**config.mk**
```make
export PLATFORM = sky130hd
export DESIGN_NAME = decode_issue
export DESIGN_NICKNAME = d
export VERILOG_FILES = /design/src/rtl/decode_issue.sv
export SDC_FILE = /design/constraint.sdc
export NUM_CORES = 1
export LEC_CHECK = 0
export ABC_CLOCK_PERIOD_IN_PS = 10100
export CAP_MARGIN = 0
export CORE_MARGIN = 5
export CORE_UTILIZATION = 47
export CTS_BUF_LIST = sky130_fd_sc_hd__clkbuf_2
export DETAILED_ROUTE_END_ITERATION = 8
export PLACE_DENSITY = 0.8
export SLEW_MARGIN = 40
export SYNTH_ARGS = -nofsm -noshare
export SYNTH_HDL_FRONTEND = slang
export SYNTH_SLANG_ARGS = --single-unit
```
**constraint.sdc**
```tcl
create_clock -name clk -period 10.1 [get_ports clk]
set_input_delay 2.02 -clock clk [delete_from_list [all_inputs] [get_ports clk]]
set_output_delay 2.02 -clock clk [all_outputs]
set_load 0.05 [all_outputs]
```
**src/rtl/decode_issue.sv**
```systemverilog
// decode_issue: RV32I decode/issue stage in front of the execute unit.
// Decodes the offered instruction, reads the register file, holds off on
// RAW hazards using a 32-entry busy scoreboard, and registers the issued
// instruction into a single output register with valid/ready handshake.
module decode_issue #(
    parameter logic WB_BYPASS = 1'b1
) (
    input  logic        clk,
    input  logic        reset,
    input  logic        in_valid,
    output logic        in_ready,
    input  logic [31:0] in_instr,
    input  logic [31:0] in_pc,
    output logic        rf_rd_en1,
    output logic        rf_rd_en2,
    output logic [4:0]  rf_rd_addr1,
    output logic [4:0]  rf_rd_addr2,
    input  logic [31:0] rf_rd_data1,
    input  logic [31:0] rf_rd_data2,
    input  logic        wb_valid,
    input  logic [4:0]  wb_rd,
    output logic        out_valid,
    input  logic        out_ready,
    output logic [31:0] out_pc,
    output logic [31:0] out_rs1_val,
    output logic [31:0] out_rs2_val,
    output logic [31:0] out_imm,
    output logic [4:0]  out_rd,
    output logic        out_we,
    output logic [6:0]  out_opcode,
    output logic [2:0]  out_funct3,
    output logic        out_funct7b5,
    output logic        out_illegal
);

    localparam logic [6:0] OP_LUI    = 7'b0110111;
    localparam logic [6:0] OP_AUIPC  = 7'b0010111;
    localparam logic [6:0] OP_JAL    = 7'b1101111;
    localparam logic [6:0] OP_JALR   = 7'b1100111;
    localparam logic [6:0] OP_LOAD   = 7'b0000011;
    localparam logic [6:0] OP_IMM    = 7'b0010011;
    localparam logic [6:0] OP_BRANCH = 7'b1100011;
    localparam logic [6:0] OP_STORE  = 7'b0100011;
    localparam logic [6:0] OP_OP     = 7'b0110011;

    logic [4:0]  rs1, rs2, rd;
    logic        use_rs1, use_rs2, use_rd, illegal;
    logic [31:0] imm;
    logic        haz1, haz2, accept, we;

    logic        out_valid_q, out_valid_d;
    logic [31:0] out_pc_q, out_pc_d;
    logic [31:0] rs1_val_q, rs1_val_d;
    logic [31:0] rs2_val_q, rs2_val_d;
    logic [31:0] imm_q, imm_d;
    logic [4:0]  rd_q, rd_d;
    logic        we_q, we_d;
    logic [6:0]  opcode_q, opcode_d;
    logic [2:0]  funct3_q, funct3_d;
    logic        funct7b5_q, funct7b5_d;
    logic        illegal_q, illegal_d;
    logic [31:0] sb_q, sb_d;

    assign rs1 = in_instr[19:15];
    assign rs2 = in_instr[24:20];
    assign rd  = in_instr[11:7];

    // Classify the opcode: which register fields are live and the format's immediate
    always_comb begin
        use_rs1 = 1'b0;
        use_rs2 = 1'b0;
        use_rd  = 1'b0;
        illegal = 1'b0;
        imm     = 32'd0;
        case (in_instr[6:0])
            OP_LUI, OP_AUIPC: begin
                use_rd = 1'b1;
                imm    = {in_instr[31:12], 12'd0};
            end
            OP_JAL: begin
                use_rd = 1'b1;
                imm    = {{12{in_instr[31]}}, in_instr[19:12], in_instr[20],
                          in_instr[30:21], 1'b0};
            end
            OP_JALR, OP_LOAD, OP_IMM: begin
                use_rs1 = 1'b1;
                use_rd  = 1'b1;
                imm     = {{20{in_instr[31]}}, in_instr[31:20]};
            end
            OP_BRANCH: begin
                use_rs1 = 1'b1;
                use_rs2 = 1'b1;
                imm     = {{20{in_instr[31]}}, in_instr[7], in_instr[30:25],
                           in_instr[11:8], 1'b0};
            end
            OP_STORE: begin
                use_rs1 = 1'b1;
                use_rs2 = 1'b1;
                imm     = {{20{in_instr[31]}}, in_instr[31:25], in_instr[11:7]};
            end
            OP_OP: begin
                use_rs1 = 1'b1;
                use_rs2 = 1'b1;
                use_rd  = 1'b1;
            end
            default: illegal = 1'b1;
        endcase
    end

    // A busy source stalls unless its writeback lands this very cycle and the
    // register file forwards it combinationally.
    assign haz1 = use_rs1 && (rs1 != 5'd0) && sb_q[rs1] &&
                  !((WB_BYPASS == 1'b1) && wb_valid && (wb_rd == rs1));
    assign haz2 = use_rs2 && (rs2 != 5'd0) && sb_q[rs2] &&
                  !((WB_BYPASS == 1'b1) && wb_valid && (wb_rd == rs2));

    assign in_ready = !reset && !haz1 && !haz2 && (!out_valid_q || out_ready);
    assign accept   = in_valid && in_ready;
    assign we       = use_rd && (rd != 5'd0);

    assign rf_rd_en1   = in_valid && use_rs1;
    assign rf_rd_en2   = in_valid && use_rs2;
    assign rf_rd_addr1 = rs1;
    assign rf_rd_addr2 = rs2;

    // Next state of the issue register and scoreboard
    always_comb begin
        out_valid_d = out_valid_q;
        out_pc_d    = out_pc_q;
        rs1_val_d   = rs1_val_q;
        rs2_val_d   = rs2_val_q;
        imm_d       = imm_q;
        rd_d        = rd_q;
        we_d        = we_q;
        opcode_d    = opcode_q;
        funct3_d    = funct3_q;
        funct7b5_d  = funct7b5_q;
        illegal_d   = illegal_q;
        sb_d        = sb_q;
        if (accept) begin
            out_valid_d = 1'b1;
            out_pc_d    = in_pc;
            rs1_val_d   = use_rs1 ? rf_rd_data1 : 32'd0;
            rs2_val_d   = use_rs2 ? rf_rd_data2 : 32'd0;
            imm_d       = imm;
            rd_d        = use_rd ? rd : 5'd0;
            we_d        = we;
            opcode_d    = in_instr[6:0];
            funct3_d    = in_instr[14:12];
            funct7b5_d  = in_instr[30];
            illegal_d   = illegal;
        end else if (out_valid_q && out_ready) begin
            out_valid_d = 1'b0;
        end
        // Clear first so a same-cycle re-issue to the same rd keeps it busy
        if (wb_valid && (wb_rd != 5'd0)) begin
            sb_d[wb_rd] = 1'b0;
        end
        if (accept && we) begin
            sb_d[rd] = 1'b1;
        end
        sb_d[0] = 1'b0;
    end

    // State registers; reset empties the issue register and the scoreboard
    always_ff @(posedge clk or posedge reset) begin
        if (reset) begin
            out_valid_q <= 1'b0;
            out_pc_q    <= 32'd0;
            rs1_val_q   <= 32'd0;
            rs2_val_q   <= 32'd0;
            imm_q       <= 32'd0;
            rd_q        <= 5'd0;
            we_q        <= 1'b0;
            opcode_q    <= 7'd0;
            funct3_q    <= 3'd0;
            funct7b5_q  <= 1'b0;
            illegal_q   <= 1'b0;
            sb_q        <= 32'd0;
        end else begin
            out_valid_q <= out_valid_d;
            out_pc_q    <= out_pc_d;
            rs1_val_q   <= rs1_val_d;
            rs2_val_q   <= rs2_val_d;
            imm_q       <= imm_d;
            rd_q        <= rd_d;
            we_q        <= we_d;
            opcode_q    <= opcode_d;
            funct3_q    <= funct3_d;
            funct7b5_q  <= funct7b5_d;
            illegal_q   <= illegal_d;
            sb_q        <= sb_d;
        end
    end

    assign out_valid    = out_valid_q;
    assign out_pc       = out_pc_q;
    assign out_rs1_val  = rs1_val_q;
    assign out_rs2_val  = rs2_val_q;
    assign out_imm      = imm_q;
    assign out_rd       = rd_q;
    assign out_we       = we_q;
    assign out_opcode   = opcode_q;
    assign out_funct3   = funct3_q;
    assign out_funct7b5 = funct7b5_q;
    assign out_illegal  = illegal_q;

endmodule

```
After elaboration in Yosys (flattened, before gate mapping). Index checks and enable logic that the tools add are counted.

Register bits after elaboration: 178. Bits of input ports: 138. Output and inout port bits: 160.

Reductions and logical operators: 38. Eq/ne operators: 11. Bitwise gates (word level): 3. Mux-type cells: 20. Magnitude comparators: 6.

Operator list (number): 32-bit case mux with 5 select lines (1); 32-bit two-way mux (4); 32-bit AND (1); 32-bit NOT (1); 32-bit bitwise OR (1); 5-bit by 6-bit less-than comparator with 1-bit output, second input constant (4); 7-bit by 6-bit == test with 1-bit output, second input constant (3); 7-bit == test, second input constant (3); 1-bit logical AND (20); 5-bit nonzero test (4); 7-bit by 5-bit == test with 1-bit output, second input constant (2); 1-bit binary-select mux with 5-bit select (2); 1-bit demux with 5-bit select (2); 5-bit == test (2); 5-bit by 1-bit greater-or-equal comparator with 1-bit output, second input constant (2); 1-bit two-way mux (10); 9-bit OR reduction (1); 7-bit by 2-bit == test with 1-bit output, second input constant (1); 7-bit OR reduction (1); 1-bit zero test (6); 3-bit OR reduction (2); 6-bit OR reduction (1); 5-bit two-way mux (1); 2-bit nonzero test (1); 2 further kinds (2).

Logic depth before layout (Yosys ltp). Gate-level depths: netlist of the first run.

Depth in word-level cells: 13. Depth in mapped cells: 11. Mapped depth without buffers: 6.

Least setup slack after synthesis of the first run. Ideal clock, no wire load.

Path kind: input-to-output. Start: input port reset. End: output port in_ready. Arrival: 6658 ps. Path slack: 1422 ps. Path buffers: 0. Data required time: 8080 ps. Stages: 3. Cells stage by stage: inv_1 -> and2_1 -> and3_1.

Word-level cells in the longest chain between the ends: 4.

RTL lines: start: declaration (line 9) `input logic reset,`; 1-bit zero test (no source line); 1-bit logical AND (3 in a row) (line 117) `assign in_ready = !reset && !haz1 && !haz2 && (!out_valid_q || out_ready);`; end: declaration (line 11) `output logic in_ready,`.

No other way between the ends.

Worst setup path in the final report of the first run.
Start: input port in_instr[21]. End: output port in_ready.

Word-level cells in the longest chain between the ends: 7. Elaborated cells on any way between the ends: 12.

RTL lines: start: declaration (line 12) `input logic [31:0] in_instr,`; 1-bit binary-select mux with 5-bit select (tied with other cells) (line 114) `assign haz2 = use_rs2 && (rs2 != 5'd0) && sb_q[rs2] &&`; 1-bit two-way mux (implied by the code) (tied with other cells) (line 114); 1-bit logical AND or 1-bit zero test (tied branches) (line 114, 115); 1-bit logical AND (*) (line 114); 1-bit zero test (*) (line 117); 1-bit logical AND (*) (2 in a row) (line 117).

Mark *: on every way between the ends. The rest lies on a longest branch, timed or not. The select of a mux whose other input is x is not followed.

==> flow_metrics.py, run 1 <==
metrics = {
    "outcome": {
        "status": "completed",
    },
    "timing": {
        "tns_ns": 0,
        "maxSlewViolCount": 0,
        "finClkSkew_ns": 0.0364,
        "finalSetupViolCount": 0,
        "relSlewSlack": 0.457,
        "rsz0062_at_grt": "no",
        "max_slew.worst_pin.slew_ns": 0.812,
        "clock.fmax_ghz": 0.140,
        "finalCriticalPeriod_ns": 7.15,
        "hold_viol_final": 0,
        "fin_crit_sh": 0.708,
    },
    "yosys": {
        "synth_edf_count": 0,
        "synth_xor_area_frac": 0.00997,
        "synth_fa_ha_area_frac": 0,
        "synth.distinct_cells": 55,
        "yosys.area_share.simple": 0.105,
        "synth_seq_area_share": 0.507,
        "synth_top_area_frac": 0.507,
        "ys_ff_latch": 178,
        "syn-num-nets": 951,
        "synthCells": 813,
        "async_flop_share": 1.00,
        "synthMuxAreaShare": 0.214,
        "ys_warn_count": 0,
        "syn_area_um2": 8780,
        "synth_area_leader_cell": "dfrtp_1",
        "synth_top_family_by_area": "multiplexers",
        "synth_flop_cell": "dfrtp_1",
        "synth_compound_area_frac": 0.0728,
        "ys_top_cells_by_area": "dfrtp_1 51%, mux2i_1 12%, mux2_1 6.2%, inv_1 4.1%, nand2_1 3.8%",
        "syn_area_per_cell_um2": 10.8,
    },
    "detailed_routing": {
        "drt_wl_total_um": 26600,
        "ant_nets": 0,
        "drt_pre_antenna_iters": 5,
        "wl_per_cell_um": 20.1,
        "drc": 0,
        "vias_per_cell": 5.43,
        "dr_total_vias": 7183,
        "drt_iter0_markers": 472,
    },
    "floorplanning": {
        "initial_core_util": 0.473,
        "dieHeight_um": 147,
        "io_pins": 298,
        "dieArea_um2": 21500,
        "dieWidth_um": 147,
        "coreArea_um2": 18600,
        "rows": 50,
    },
    "global_routing": {
        "grt_pass1_vias": 7195,
        "track_usage": 0.244,
        "antenna_found_initial": 2,
        "grt_max_degree": 82,
        "grt_first_pass_wirelength_um": 41300,
        "grt.overflow.total": 0,
    },
    "worst_setup_path": {
        "critPathArrivalTime_ns": 5.13,
        "crit_type": "in -> out",
        "cp_max_fo": 13,
        "r2r-start": "sb_q[6]",
        "cp-startpoint": "in_instr[21]",
        "start_kind": "primary input",
        "required_ns": 8.08,
        "end_kind": "output pin",
    },
    "clock_tree": {
        "postCtsHoldBufs": 0,
        "cts_tree": "yes",
        "insertion_delay_ns": 0.73,
        "post_cts_buffers": 0,
        "cts_resized": 0,
        "root_buffer": "clkbuf_2",
        "cts_max_level": 4,
        "path_clk_slew_ns": 0.23,
        "cts.sinks": 178,
        "cts_buffers": 17,
        "clockBufferDepth": 2,
    },
    "pwr": {
        "cellPowerDensity_nw_per_um2": 136,
        "pwr-share-comb": 0.287,
        "p_total_uw": 1630,
        "swShare": 0.352,
        "ir_worst_vdd_v": 0.0000821,
        "power.share.sequential": 0.479,
        "leakage_uw": 0.00483,
        "p_int_uw": 1060,
        "clkPwrFrac": 0.234,
        "p_sw_uw": 575,
    },
    "hold_path": {
        "hp-start": "out_opcode[4]",
        "hold_path.class": "reg -> reg",
    },
    "finish": {
        "final_cell_area_um2": 12000,
        "fillers": 1464,
        "drive_gt1_frac": 0.0625,
        "ff_latch_area_um2": 4450,
        "fin_cells": 1324,
        "final_common_cell": "clkdlybuf4s50_1",
        "final_nets": 1213,
        "syn_to_final_growth_pct": 36.7,
        "multi_input_area_um2": 3540,
        "layout_common_cells": "297 x clkdlybuf4s50_1, 178 x dfrtp_1, 103 x mux2i_1, 96 x inv_1, 88 x nand2_1",
    },
    "placed_design": {
        "portBuffers": 297,
        "gp_congestion": 0.864,
        "hpwl_um": 19300,
        "placement.cell_area_um2": 11800,
        "dpl.cell_count": 1290,
    },
    "job": {
        "maxCapViolations": 0,
    },
}
==> power by group through the flow <==
stage	Sequential [uW]	Clock (uW)	Combinational, uW
after floorplan	954	0	128
after global placement	793	0	466
after detailed placement	796	0	470
after CTS	783	395	471
after global routing	791	427	489
final	783	383	469
==> stage by stage <==
step	setup WS (ns)	utilization	hold slack (ns)
global route	2.79	0.646	0.541
floorplan	1.42	-	0.481
CTS	2.95	0.646	0.523
detailed placement	2.96	0.633	0.474
global placement	3.01	0.631	0.466
finish	2.95	0.646	0.515
==> cells by family after synthesis <==
| kind of cell | after synthesis |
|---|---|
| flops | 178 |
| compound gates | 111 |
| xor+xnor | 10 |
| buf+inv | 163 |
| mux | 166 |
| simple gates | 185 |
==> worst max-delay path: stages <==
cell and delay (ns):
clkdlybuf4s50_1 0.92, mux4_1 0.64, nor3b_1 0.25, a2111oi_2 0.09
o211ai_2 0.19, and3_1 0.21, clkdlybuf4s50_1 0.81
==> metal layers <==
layer / wire length [um] / up-vias / track usage
li1: - / 3279 / -
met1: 10200 / 3530 / 0.303
met2: 13900 / 348 / 0.432
met3: 2160 / 26 / 0.0580
met4: 320 / 0 / 0.0560
met5: 0 / - / 0
==> area by class of cell <==
type / instances / share of cell area
Timing Repair Buffer: 309 / 0.258
Tap cell: 234 / 0.0244
Antenna cell: 2 / 0.000417
Multi-Input combinational cell: 472 / 0.295
Clock buffer: 19 / 0.00792
Sequential cell: 178 / 0.371
Inverter: 97 / 0.0309
Clock inverter: 13 / 0.0124
==> registers in the layout (all words and copies together), names as in the netlist <==
| signal | flops |
|---|---|
| sb_q | 31 |
| out_funct7b5 | 1 |
| out_illegal | 1 |
| out_pc | 32 |
| out_we | 1 |
| out_funct3 | 3 |
| out_rd | 5 |
| out_opcode | 7 |
| out_valid | 1 |
| out_imm | 32 |
| out_rs2_val | 32 |
| out_rs1_val | 32 |
==> worst paths after layout <==
path	to	slack, ns	depth (start not counted)
min in group asynchronous	out_pc[29]	1.72	2
worst min-delay path	out_opcode[4]	0.52	1
max in group asynchronous	sb_q[22]	6.81	4
worst max-delay path	in_ready	2.95	7
worst max register to register	out_pc[28]	6.91	8
worst min register to register	out_opcode[4]	0.52	1
==> Yosys cell counts (5+ instances only) <==
library cell	instances
a21oi_1	22
buf_1	5
buf_2	6
buf_4	12
buf_6	8
buf_8	7
clkbuf_1	28
dfrtp_1	178
inv_1	97
mux2_1	48
mux2i_1	103
mux4_2	11
nand2_1	88
nand2b_1	5
nand3_1	29
nand3b_1	9
nand4_1	10
nor2_1	9
nor3b_1	6
o21ai_0	65
xnor2_1	6
(Power assumes the default switching activity.)
==> inputs of run 2 (changes only) <==
--- a/config.mk
+++ b/config.mk
@@ -5,7 +5,7 @@
 export SDC_FILE = /design/constraint.sdc
 export NUM_CORES = 1
 export LEC_CHECK = 0
-export ABC_CLOCK_PERIOD_IN_PS = 10100
+export ABC_CLOCK_PERIOD_IN_PS = 7400
 export CAP_MARGIN = 0
 export CORE_MARGIN = 5
 export CORE_UTILIZATION = 47
==> constraint.sdc (replaced) <==
create_clock -name clk -period 7.4 [get_ports clk]
set_input_delay 1.48 -clock clk [delete_from_list [all_inputs] [get_ports clk]]
set_output_delay 1.48 -clock clk [all_outputs]
set_load 0.05 [all_outputs]
==> run 2 against run 1 <==
Compared with the run above:
- utilization is 0.054 points higher
- first-iteration DRC count fell by 23%
- largest cell class unchanged
- sequential power is 37% higher
- clock skew grew 0.013 ns
- cell count is 0.15% lower
- routed wire length fell by 1.7%
- worst setup slack worse by 1.6 ns
- via count fell by 1.7%
==> flow_metrics.py, run 2 (synthesis results as in run 1) <==
metrics = {
    "outcome": {
        "status": "completed",
    },
    "worst_setup_path": {
        "crit_type": "in -> out",
        "cp_max_fo": 13,
        "start_kind": "primary input",
        "critPathArrivalTime_ns": 4.58,
        "end_kind": "output pin",
        "required_ns": 5.92,
    },
    "clock_tree": {
        "cts_tree": "yes",
        "clockBufferDepth": 2,
        "root_buffer": "clkbuf_2",
        "cts_max_level": 4,
        "path_clk_slew_ns": 0.25,
        "cts.sinks": 178,
        "post_cts_buffers": 0,
        "cts_buffers": 17,
        "insertion_delay_ns": 0.75,
        "postCtsHoldBufs": 0,
        "cts_resized": 0,
    },
    "detailed_routing": {
        "drc": 0,
        "drt_pre_antenna_iters": 5,
        "drt_iter0_markers": 365,
        "wl_per_cell_um": 19.7,
        "vias_per_cell": 5.34,
        "drt_wl_total_um": 26100,
        "dr_total_vias": 7059,
        "ant_nets": 0,
    },
    "global_routing": {
        "grt_first_pass_wirelength_um": 40600,
        "grt_pass1_vias": 7176,
        "grt_max_degree": 68,
        "antenna_found_initial": 2,
        "grt.overflow.total": 0,
        "track_usage": 0.240,
    },
    "timing": {
        "finalSetupViolCount": 0,
        "relSlewSlack": 0.461,
        "finalCriticalPeriod_ns": 6.06,
        "finClkSkew_ns": 0.0495,
        "fin_crit_sh": 0.819,
        "max_slew.worst_pin.slew_ns": 0.806,
        "worst_hold_slack_ns": 0.518,
        "hold_viol_final": 0,
        "tns_ns": 0,
        "maxSlewViolCount": 0,
        "clock.fmax_ghz": 0.165,
        "rsz0062_at_grt": "no",
    },
    "floorplanning": {
        "initial_core_util": 0.473,
        "coreArea_um2": 18600,
        "io_pins": 298,
        "rows": 50,
        "dieHeight_um": 147,
        "dieWidth_um": 147,
        "dieArea_um2": 21500,
    },
    "placed_design": {
        "gp_congestion": 0.891,
        "portBuffers": 297,
        "hpwl_um": 19200,
    },
    "hold_path": {
        "hold_path.class": "reg -> reg",
    },
    "finish": {
        "final_common_cell": "clkdlybuf4s50_1",
        "syn_to_final_growth_pct": 36.8,
        "layout_common_cells": "297 x clkdlybuf4s50_1, 178 x dfrtp_1, 103 x mux2i_1, 96 x inv_1, 88 x nand2_1",
        "drive_gt1_frac": 0.0608,
        "final_nets": 1211,
    },
    "pwr": {
        "leakage_uw": 0.00480,
        "cellPowerDensity_nw_per_um2": 181,
        "ir_worst_vdd_v": 0.000103,
    },
    "job": {
        "maxCapViolations": 0,
    },
}
-- run 2: cell count changes in the layout (fill, tap and decap cells not counted), moves of 2 or more --
cell        change
buf_12          +2
buf_4           -4
bufinv_16       -2
clkbuf_2        -2
clkinvlp_4      +4
inv_6           -2
-- run 2: worst max-delay path: stages --
cell	delay, ns
clkdlybuf4s50_1	0.91
mux4_1	0.63
nor3b_1	0.24
a2111oi_2	0.09
o211ai_2	0.20
and3_1	0.22
clkdlybuf4s50_1	0.81
-- run 2: routing by layer --
metal / GRT usage / wire length (um)
met3: 0.0561 / 1830
met2: 0.418 / 13300
met4: 0.0804 / 635
met5: 0 / 0
met1: 0.294 / 10300
-- run 2: power by group --
group	switching, uW	total [uW]	internal [uW]
logic	399	643	244
registers	31.1	1070	1040
clock network	371	469	97.4
total	802	2180	1380
-- run 2: worst paths after layout --
kind	startpoint	endpoint	slack [ns]	cells after the start
min in group asynchronous	reset	out_imm[23]	1.16	3
worst max register to register	sb_q[6]	out_imm[0]	4.21	7
worst max-delay path	in_instr[21]	in_ready	1.34	7
worst min-delay path	out_funct3[1]	out_funct3[1]	0.52	1
max in group asynchronous	reset	out_rs2_val[23]	5.63	4
worst min register to register	out_funct3[1]	out_funct3[1]	0.52	1
-- run 2: stage by stage --
stage / util / setup slack, ns / instance area [um^2] / total power, uW / instances
finish: 0.647 / 1.34 / 12000 / 2180 / 1322
global route: 0.647 / 1.15 / 12000 / 2270 / 1322
CTS: 0.647 / 1.33 / 12000 / 2200 / 1320
detailed placement: 0.635 / 1.34 / 11800 / 1730 / 1288
global placement: 0.631 / 1.36 / 11700 / 1720 / 1286
floorplan: - / 1.01 / 8790 / 1480 / 813
-- run 2: cell type report --
| type | count | area [um^2] |
|---|---|---|
| antenna | 2 | 5.00 |
| clock buffer | 17 | 85.1 |
| clock inverter | 15 | 129 |
| fill | 1496 | 6560 |
| inverter | 97 | 368 |
| multi-input combinational | 472 | 3560 |
| sequential | 178 | 4450 |
| tap | 234 | 293 |
| timing repair buffer | 307 | 3130 |
==> inputs of run 3 (changes only) <==
--- a/config.mk
+++ b/config.mk
@@ -5,13 +5,13 @@
 export SDC_FILE = /design/constraint.sdc
 export NUM_CORES = 1
 export LEC_CHECK = 0
-export ABC_CLOCK_PERIOD_IN_PS = 7400
+export ABC_CLOCK_PERIOD_IN_PS = 5300
 export CAP_MARGIN = 0
 export CORE_MARGIN = 5
-export CORE_UTILIZATION = 47
+export CORE_UTILIZATION = 43
 export CTS_BUF_LIST = sky130_fd_sc_hd__clkbuf_2
 export DETAILED_ROUTE_END_ITERATION = 8
-export PLACE_DENSITY = 0.8
+export PLACE_DENSITY = 0.77
 export SLEW_MARGIN = 40
 export SYNTH_ARGS = -nofsm -noshare
 export SYNTH_HDL_FRONTEND = slang
==> constraint.sdc (replaced) <==
create_clock -name clk -period 5.3 [get_ports clk]
set_input_delay 1.06 -clock clk [delete_from_list [all_inputs] [get_ports clk]]
set_output_delay 1.06 -clock clk [all_outputs]
set_load 0.05 [all_outputs]
==> run 3 against run 2 <==
Compared with the run above:
- power grew 43%
- highest routed layer unchanged
- count of clock-buffer cells in the layout grew 1
- global-route usage shrank 0.90 points
- combinational power grew 41%
- final area grew 1.1%
- critical path type unchanged
- cell count grew 3.4%
- hold slack is essentially flat
- non-clock buffer count grew 11
- sequential share of layout area shrank 0.42 points
==> flow_metrics.py, run 3 (synthesis results as in run 1) <==
metrics = {
    "timing": {
        "max_slew.worst_pin.slew_ns": 0.813,
        "fin_ws_ns": 0.735,
        "clock.fmax_ghz": 0.219,
        "finalCriticalPeriod_ns": 4.56,
        "fin_crit_sh": 0.861,
        "finalSetupViolCount": 0,
        "rsz0062_at_grt": "no",
        "finClkSkew_ns": 0.0371,
        "maxSlewViolCount": 0,
        "relSlewSlack": 0.457,
        "hold_viol_final": 0,
    },
    "pwr": {
        "leakage_uw": 0.00488,
        "pwr-share-comb": 0.292,
        "clkPwrFrac": 0.228,
        "p_int_uw": 1980,
        "p_sw_uw": 1120,
        "ir_worst_vdd_v": 0.000147,
        "swShare": 0.362,
        "cellPowerDensity_nw_per_um2": 256,
        "power.share.sequential": 0.481,
    },
    "clock_tree": {
        "cts_max_level": 4,
        "insertion_delay_ns": 0.74,
        "cts.sinks": 178,
        "cts_tree": "yes",
        "cts_resized": 0,
        "post_cts_buffers": 0,
        "path_clk_slew_ns": 0.24,
        "cts_buffers": 17,
        "postCtsHoldBufs": 0,
        "clockBufferDepth": 2,
        "root_buffer": "clkbuf_2",
    },
    "worst_setup_path": {
        "required_ns": 4.24,
        "cpMostUsedCell": "buf_4",
        "path_buf_inv": 3,
        "critPathArrivalTime_ns": 3.50,
        "critPathTopFamily": "buffers and inverters",
        "end_kind": "output pin",
        "cpPeakStageDelay_ns": 0.81,
        "crit_type": "in -> out",
        "start_kind": "primary input",
        "slowest_stage": "clkdlybuf4s50_1",
        "cp_max_fo": 10,
        "crit_path_cell_trace": "clkdlybuf4s50_1 -> buf_4 -> mux4_2 -> o22ai_1 -> a2111oi_2 -> o211ai_2 -> and3_1 -> buf_4",
    },
    "detailed_routing": {
        "drt_iter0_markers": 588,
        "wl_per_cell_um": 20.0,
        "drt_pre_antenna_iters": 5,
        "drt_wl_total_um": 27300,
        "drc": 0,
        "dr_total_vias": 7195,
        "ant_nets": 0,
        "vias_per_cell": 5.26,
    },
    "finish": {
        "antenna_cells": 0,
        "layout_common_cells": "295 x clkdlybuf4s50_1, 178 x dfrtp_1, 103 x mux2i_1, 96 x inv_1, 88 x nand2_1",
        "drive_gt1_frac": 0.0738,
        "fin_util": 0.603,
        "final_nets": 1222,
        "syn_to_final_growth_pct": 38.4,
        "final_common_cell": "clkdlybuf4s50_1",
    },
    "global_routing": {
        "track_usage": 0.231,
        "grt.overflow.total": 0,
        "grt_max_degree": 69,
        "antenna_found_initial": 0,
        "grt_pass1_vias": 7253,
        "grt_first_pass_wirelength_um": 42800,
    },
    "placed_design": {
        "portBuffers": 297,
        "place_ws_ns": 0.739,
        "hpwl_um": 20300,
        "gp_congestion": 0.911,
    },
    "floorplanning": {
        "dieWidth_um": 153,
        "rows": 52,
        "coreArea_um2": 20200,
        "dieArea_um2": 23400,
        "dieHeight_um": 153,
        "io_pins": 298,
        "initial_core_util": 0.436,
    },
    "job": {
        "maxCapViolations": 0,
    },
    "hold_path": {
        "hold_path.class": "reg -> reg",
    },
    "outcome": {
        "status": "completed",
    },
}
[run 3: per-layer routing]
| layer | vias up | global-route usage | wire (um) |
|---|---|---|---|
| met5 | - | 0 | 0 |
| met4 | 0 | 0.0776 | 781 |
| met3 | 50 | 0.0517 | 1940 |
| met2 | 339 | 0.399 | 13700 |
| met1 | 3529 | 0.287 | 10900 |
| li1 | 3277 | - | - |
[run 3: power groups by stage]
stage | clock (uW) | sequential (uW) | combinational [uW]
2_1_floorplan | 0 | 1820 | 243
3_3_place_gp | 0 | 1510 | 895
3_5_place_dp | 0 | 1520 | 910
4_1_cts | 741 | 1500 | 912
5_1_grt | 792 | 1510 | 949
6_report | 707 | 1490 | 907
[run 3: area by class of cell]
cell class / instances / area (um^2)
clock buffer: 18 / 90.1
clock inverter: 14 / 148
fill: 1701 / 8010
inverter: 97 / 368
multi-input combinational: 472 / 3560
sequential: 178 / 4450
tap: 270 / 338
timing repair buffer: 318 / 3200
[run 3: path summary, 6_finish.rpt]
path	startpoint	cells after the start	slack [ns]	endpoint
setup reg to reg	sb_q[6]	8	2.29	out_rs1_val[18]
hold / removal	out_imm[3]	1	0.52	out_imm[3]
min in group asynchronous	reset	3	0.75	out_rs1_val[16]
max in group asynchronous	reset	4	3.94	out_rs2_val[27]
setup / recovery	in_instr[21]	8	0.74	in_ready
hold reg to reg	out_imm[3]	1	0.52	out_imm[3]
[run 3: stage by stage]
stage | hold WS [ns] | power, uW | std cells | instance area (um^2) | setup TNS [ns]
2_1_floorplan | 0.481 | 2060 | 813 | 8790 | -0.247
3_3_place_gp | 0.466 | 2410 | 1333 | 11900 | 0
3_5_place_dp | 0.474 | 2430 | 1335 | 11900 | 0
4_1_cts | 0.523 | 3150 | 1367 | 12200 | 0
5_1_grt | 0.545 | 3250 | 1367 | 12200 | 0
6_report | 0.519 | 3110 | 1367 | 12200 | 0
[run 3: worst reg2reg max path, cell delays in order, from the launching register on]
cell and delay (ns):
dfrtp_1 0.48, mux4_1 0.54, nor3b_1 0.30, a2111oi_2 0.10, o211ai_2 0.19, and4_4 0.59, buf_4 0.38, buf_4 0.20
mux2i_1 0.20
